===== src/rtl/recirculacion_param.sv =====
`default_nettype none
// ============================================================================
//  Module      : recirculacion_param
//  Description : NCH-lane recirculation stage; each cycle the whole word group
//                goes either to L1 or back to the source, all outputs registered.
//  Revision    : 1.0 - initial release
// ============================================================================
module recirculacion_param #(
    parameter int NCH       = 4,
    parameter int DW        = 8,
    parameter int IDLE_HOLD = 2,
    parameter int CW        = 16
) (
    input  logic              clk,
    input  logic              reset,
    input  logic              IDL,
    input  logic [NCH*DW-1:0] data_in,
    input  logic [NCH-1:0]    valid_in,
    input  logic              l1_ready,
    input  logic              count_clr,
    output logic [NCH*DW-1:0] l1_data,
    output logic [NCH-1:0]    l1_valid,
    output logic [NCH*DW-1:0] rec_data,
    output logic [NCH-1:0]    rec_valid,
    output logic              active,
    output logic [CW-1:0]     rec_count
);

    localparam int         c_PCW      = $clog2(NCH + 1);
    localparam int         c_SW       = CW + 1;
    localparam logic [3:0] c_HOLD_LIM = 4'(IDLE_HOLD);

    typedef enum logic [0:0] {
        S_IDLE   = 1'b0,
        S_ACTIVE = 1'b1
    } state_t;

    state_t              r_state, w_state_nxt;
    logic [3:0]          r_hold, w_hold_nxt;
    logic                r_active;
    logic [NCH*DW-1:0]   r_l1_data, r_rec_data, w_masked;
    logic [NCH-1:0]      r_l1_valid, r_rec_valid;
    logic [CW-1:0]       r_rec_count, w_cnt_nxt;
    logic [c_PCW-1:0]    w_pop;
    logic [c_SW-1:0]     w_sum;
    logic                w_fwd;

    // Idle hysteresis: only IDLE_HOLD consecutive idle cycles leave ACTIVE
    always_comb begin
        w_state_nxt = r_state;
        w_hold_nxt  = '0;
        case (r_state)
            S_IDLE: begin
                if (!IDL) w_state_nxt = S_ACTIVE;
            end
            S_ACTIVE: begin
                if (IDL) begin
                    if (r_hold + 4'd1 == c_HOLD_LIM) w_state_nxt = S_IDLE;
                    else                             w_hold_nxt  = r_hold + 4'd1;
                end
            end
            default: w_state_nxt = S_IDLE;
        endcase
    end

    assign w_fwd = (r_state == S_ACTIVE) && l1_ready;

    generate
        for (genvar k = 0; k < NCH; k++) begin : g_lane
            assign w_masked[k*DW +: DW] = valid_in[k] ? data_in[k*DW +: DW] : '0;
        end
    endgenerate

    always_comb begin
        w_pop = '0;
        for (int k = 0; k < NCH; k++) begin
            w_pop = w_pop + c_PCW'(valid_in[k]);
        end
    end

    // Sum carries one extra bit so overflow is visible for saturation
    assign w_sum     = {1'b0, r_rec_count} + c_SW'(w_pop);
    assign w_cnt_nxt = w_sum[CW] ? '1 : w_sum[CW-1:0];

    always_ff @(posedge clk) begin
        if (reset) begin
            r_state     <= S_IDLE;
            r_hold      <= '0;
            r_active    <= 1'b0;
            r_l1_data   <= '0;
            r_l1_valid  <= '0;
            r_rec_data  <= '0;
            r_rec_valid <= '0;
            r_rec_count <= '0;
        end else begin
            r_state  <= w_state_nxt;
            r_hold   <= w_hold_nxt;
            r_active <= (w_state_nxt == S_ACTIVE);
            if (w_fwd) begin
                r_l1_data   <= w_masked;
                r_l1_valid  <= valid_in;
                r_rec_data  <= '0;
                r_rec_valid <= '0;
            end else begin
                r_l1_data   <= '0;
                r_l1_valid  <= '0;
                r_rec_data  <= w_masked;
                r_rec_valid <= valid_in;
            end
            if (count_clr)   r_rec_count <= '0;
            else if (!w_fwd) r_rec_count <= w_cnt_nxt;
        end
    end

    assign l1_data   = r_l1_data;
    assign l1_valid  = r_l1_valid;
    assign rec_data  = r_rec_data;
    assign rec_valid = r_rec_valid;
    assign active    = r_active;
    assign rec_count = r_rec_count;

endmodule
`default_nettype wire


===== config.mk =====
export PLATFORM = sky130hd
export DESIGN_NAME = recirculacion_param
export DESIGN_NICKNAME = d
export VERILOG_FILES = /design/src/rtl/recirculacion_param.sv
export SDC_FILE = /design/constraint.sdc
export NUM_CORES = 1
export LEC_CHECK = 0
export CELL_PAD_IN_SITES_DETAIL_PLACEMENT = 1
export CELL_PAD_IN_SITES_GLOBAL_PLACEMENT = 1
export CORE_MARGIN = 4
export CORE_UTILIZATION = 34
export DETAILED_ROUTE_END_ITERATION = 10
export MAX_ROUTING_LAYER = met4
export PLACE_DENSITY_LB_ADDON = 0.1
export SYNTH_ARGS = -nofsm -noshare
export SYNTH_HDL_FRONTEND = slang
export SYNTH_SLANG_ARGS = --single-unit

===== constraint.sdc =====
create_clock -name clk -period 8.2 [get_ports clk]
set_clock_uncertainty 0.1 [all_clocks]
set_input_delay 1.64 -clock clk [delete_from_list [all_inputs] [get_ports clk]]
set_output_delay 1.64 -clock clk [all_outputs]
set_load 0.01 [all_outputs]

==> reports/qor.txt <==
HOLD PATH
--------------------------------------------------------------------------------------
Worst hold path endpoint                                                     r_hold[0]
HP Class                                                                  flip-flop to flip-flop
Min-Delay Startpoint                                                         r_hold[0]
Number of instances on the worst hold path                                           1

FINAL LAYOUT
--------------------------------------------------------------------------------------
Number of fill cells in the layout                                                 971
Share of layout cells above drive strength 1                                     6.40%
Post-route core utilization                                                      52.7%
Area of the multi-input gates                                                 1110 um2
Area growth syn-to-layout                                                        50.7%
Net count reported at finish                                                       448
Area taken by flip-flops and latches                                          1860 um2
Total inserted antenna cells                                                         0

SETUP PATH
--------------------------------------------------------------------------------------
Worst-path fanout max                                                               19
Arrival time of data at the critical path endpoint                             4710 ps
Critical Path Sink Type                                                      flip-flop
Register-to-Register Setup Slack                                               5840 ps
Reg2Reg Launch Point                                                      rec_count[0]
Reg2reg path depth                                                                   8
Critical path type                                                        input port to flip-flop
Type of element launching the critical path                                 input port
End of the worst register-to-register path                                rec_count[11]
Required time of the critical path                                             8380 ps

STA
--------------------------------------------------------------------------------------
Max-slew violation count                                                             0
Final hold violation count                                                           0
Fmax                                                                         0.221 GHz
Period Utilization, post-route                                                   55.2%
RSZ-0062 raised after global routing                                                no
Finish-stage setup viols                                                             0
Slew at the pin closest to its max-slew limit                                  1170 ps
Final sum of negative setup slack                                                 0 ps
Max-Slew Margin vs Limit                                                         22.0%
Time the worst path needs with I/O delays and setup                            4530 ps

FLOORPLANNING
--------------------------------------------------------------------------------------
Width of the die                                                                103 um
Placeable core region                                                         8760 um2
Effective utilization at floorplan                                               35.0%
FP Rows                                                                             34
Die footprint                                                                10600 um2
I/O pin cnt                                                                        130
Die height                                                                      103 um

GRT
--------------------------------------------------------------------------------------
Global-route wire length before repair                                         13.1 mm
Combined global-route utilization of all metal layers                            16.6%
Vias in the first global route                                                    2573
Largest net degree at the start of global routing                                   37
Gr ovfl total                                                                        0
Number of antenna violations at the first check in global routing                    0

SYNTH
--------------------------------------------------------------------------------------
Flop and latch count out of synthesis                                               93
Syn Std Cell Area                                                             3070 um2
Post-Synthesis Net Count                                                           321
Post-synthesis sequential area ratio                                             60.7%
Number of library cell types mapped by synthesis                                    43
Gate count of the mapped netlist                                                   274
Synthesized area divided by synthesized cell count                            11.2 um2
Synth warnings                                                                       0

FLOW RUN
--------------------------------------------------------------------------------------
Number of max-cap violations                                                         0

CTS
--------------------------------------------------------------------------------------
Resized cells post-CTS                                                               0
Latest clock arrival within the worst-skew pair                                 360 ps
Root Buffer                                                                   clkbuf_8
Number of buffers on the longest clock path                                          2
Max H-tree Level                                                                     3
Number of buffers created by CTS                                                     9
Clock tree from TritonCTS                                                        built
Clock-pin transition on the worst setup and hold timing paths                   100 ps
Post-CTS Hold Buffers                                                                0
Post-CTS Setup Bufs                                                                  0
Clock sink count                                                                    93

STATUS
--------------------------------------------------------------------------------------
Result of the run                                                         finished, final reports clean

POWER
--------------------------------------------------------------------------------------
Leak                                                                           1.91 nW
Maximum resistive drop on vdd                                                0.0773 mV
Cell area power density                                                     183 nW/um2

ROUTE
--------------------------------------------------------------------------------------
Total DRC errors in the routed layout                                                0
Via total after detailed routing                                                  2500
Post-route ant nets                                                                  0
Via-per-instance ratio                                                            4.86
Aggregate routed wire length                                                   8.41 mm
Pre-Repair DR Iteration Count                                                        4
Initial detailed-routing violation count                                            89
WL per Instance                                                                16.4 um

PLACED DESIGN
--------------------------------------------------------------------------------------
DP Wirelength                                                                  6.07 mm
IO buf count                                                                       129
Weighted congestion reported at the end of routability-driven placement          0.776

placed cells by master, fill, tap and decap left out, types with 2 or more instances in the layout:
master           netlist  final
a211oi_1               4      4
a21oi_1               15     14
a31oi_1                3      3
and2_1                 8      8
and3_1                67     67
and4_1                 2      2
and4_2                 2      2
clkbuf_8               0     10
clkdlybuf4s50_1        0    129
clkinv_4               0      2
dfxtp_1               93     93
fa_1                   3      3
ha_1                   3      3
inv_1                  6      6
inv_6                  0      2
nand2_1                5      5
nand3_1                4      4
nand4_1                2      2
nor2_1                 5      5
nor3_1                 2      2
o21ai_0                6      6
or3_1                  2      2
xnor2_1                2      2
xor2_1                 7      7
cell families after synthesis:
family	count (synthesis)	synth area share, %
and+or+nand+nor	109	22.0
DFF	93	60.7
AOI/OAI and AO/OA	37	8.41
buffers and inverters	20	3.14
xor gates and xnor gates	9	2.57
adders and majority gates	6	3.18
flip-flops by register name (all words and copies together) (netlist names):
signal     cells
active         1
l1_data       32
l1_valid       4
r_hold         4
rec_count     16
rec_data      32
rec_valid      4
area by class of cell:
type,count,area share (%)
multi-input cells,161,24.0
inverters,6,0.487
flip-flops and latches,93,40.3
clock inverters,6,1.16
well taps,108,2.92
clock buffers,10,2.98
repair buffers,130,28.1
worst max-delay path, stage by stage:
cell and delay (ps):
clkdlybuf4s50_1 700, fa_1 660, inv_1 50, fa_1 380, inv_1 80, fa_1 180, a21boi_2 280, and4_2 390
nand2_2 170, a31oi_1 180
per-stage QoR:
step                      power [mW]  area [um2]  cells  hold WS, ps  setup WS [ps]
after floorplan                0.510        3070    274          367           4380
after global placement         0.564        4430    498          398           3400
after detailed placement       0.566        4430    498          416           3300
after CTS                      0.863        4620    514          430           3700
after global routing           0.889        4620    514          447           3430
final                          0.847        4620    514          427           3670
power breakdown:
group	switching (mW)	total (mW)	internal (mW)	leakage (nW)
clock	0.168	0.292	0.124	0.0954
sequential	0.00634	0.469	0.463	0.756
combinational	0.0370	0.0853	0.0483	1.06
layer usage:
| metal | global-route usage (%) | wire length, um |
|---|---|---|
| met1 | 19.2 | 3540 |
| met2 | 27.9 | 4240 |
| met3 | 4.26 | 527 |
| met4 | 5.38 | 99 |
| met5 | - | 0 |
synthesized netlist by cell type, drive strengths merged:
master | instances | area share, %
xor2 | 7 | 2.0
or2 | 1 | 0.20
a21oi | 15 | 2.4
o2111ai | 2 | 1.1
xnor2 | 2 | 0.57
buf | 1 | 0.37
dlygate4sd1 | 1 | 0.29
nor3b | 1 | 0.24
inv | 6 | 0.73
clkbuf | 11 | 1.3
nor2 | 5 | 0.61
a41oi | 1 | 0.29
dlymetal6s2s | 1 | 0.41
and2 | 9 | 1.9
a311oi | 1 | 0.29
fa | 3 | 2.0
dfxtp | 93 | 61
nand4b | 1 | 0.29
nor3 | 2 | 0.33
nor4 | 1 | 0.20
o21ai | 6 | 0.98
a31oi | 3 | 0.61
a21boi | 3 | 1.2
and3b | 1 | 0.29
nor2b | 1 | 0.20
ha | 3 | 1.2
nand3b | 1 | 0.24
a211oi | 4 | 0.98
and3 | 67 | 14
or3 | 2 | 0.41
and4 | 4 | 1.2
and2b | 1 | 0.29
o211ai | 1 | 0.24
o22ai | 1 | 0.20
nand4 | 2 | 0.41
nand2 | 6 | 0.82
nand3 | 4 | 0.65
how the worst max path moves through the flow:
stage / slack [ps] / depth (start not counted) / from / to
after floorplan: 4380 / 10 / valid_in[0] / rec_count[14]
after global placement: 3400 / 10 / valid_in[0] / rec_count[13]
after detailed placement: 3300 / 10 / valid_in[0] / rec_count[11]
after CTS: 3700 / 10 / valid_in[0] / rec_count[11]
after global routing: 3430 / 10 / valid_in[0] / rec_count[11]
final: 3670 / 10 / valid_in[0] / rec_count[11]
Power figures use the tool's default switching activity.
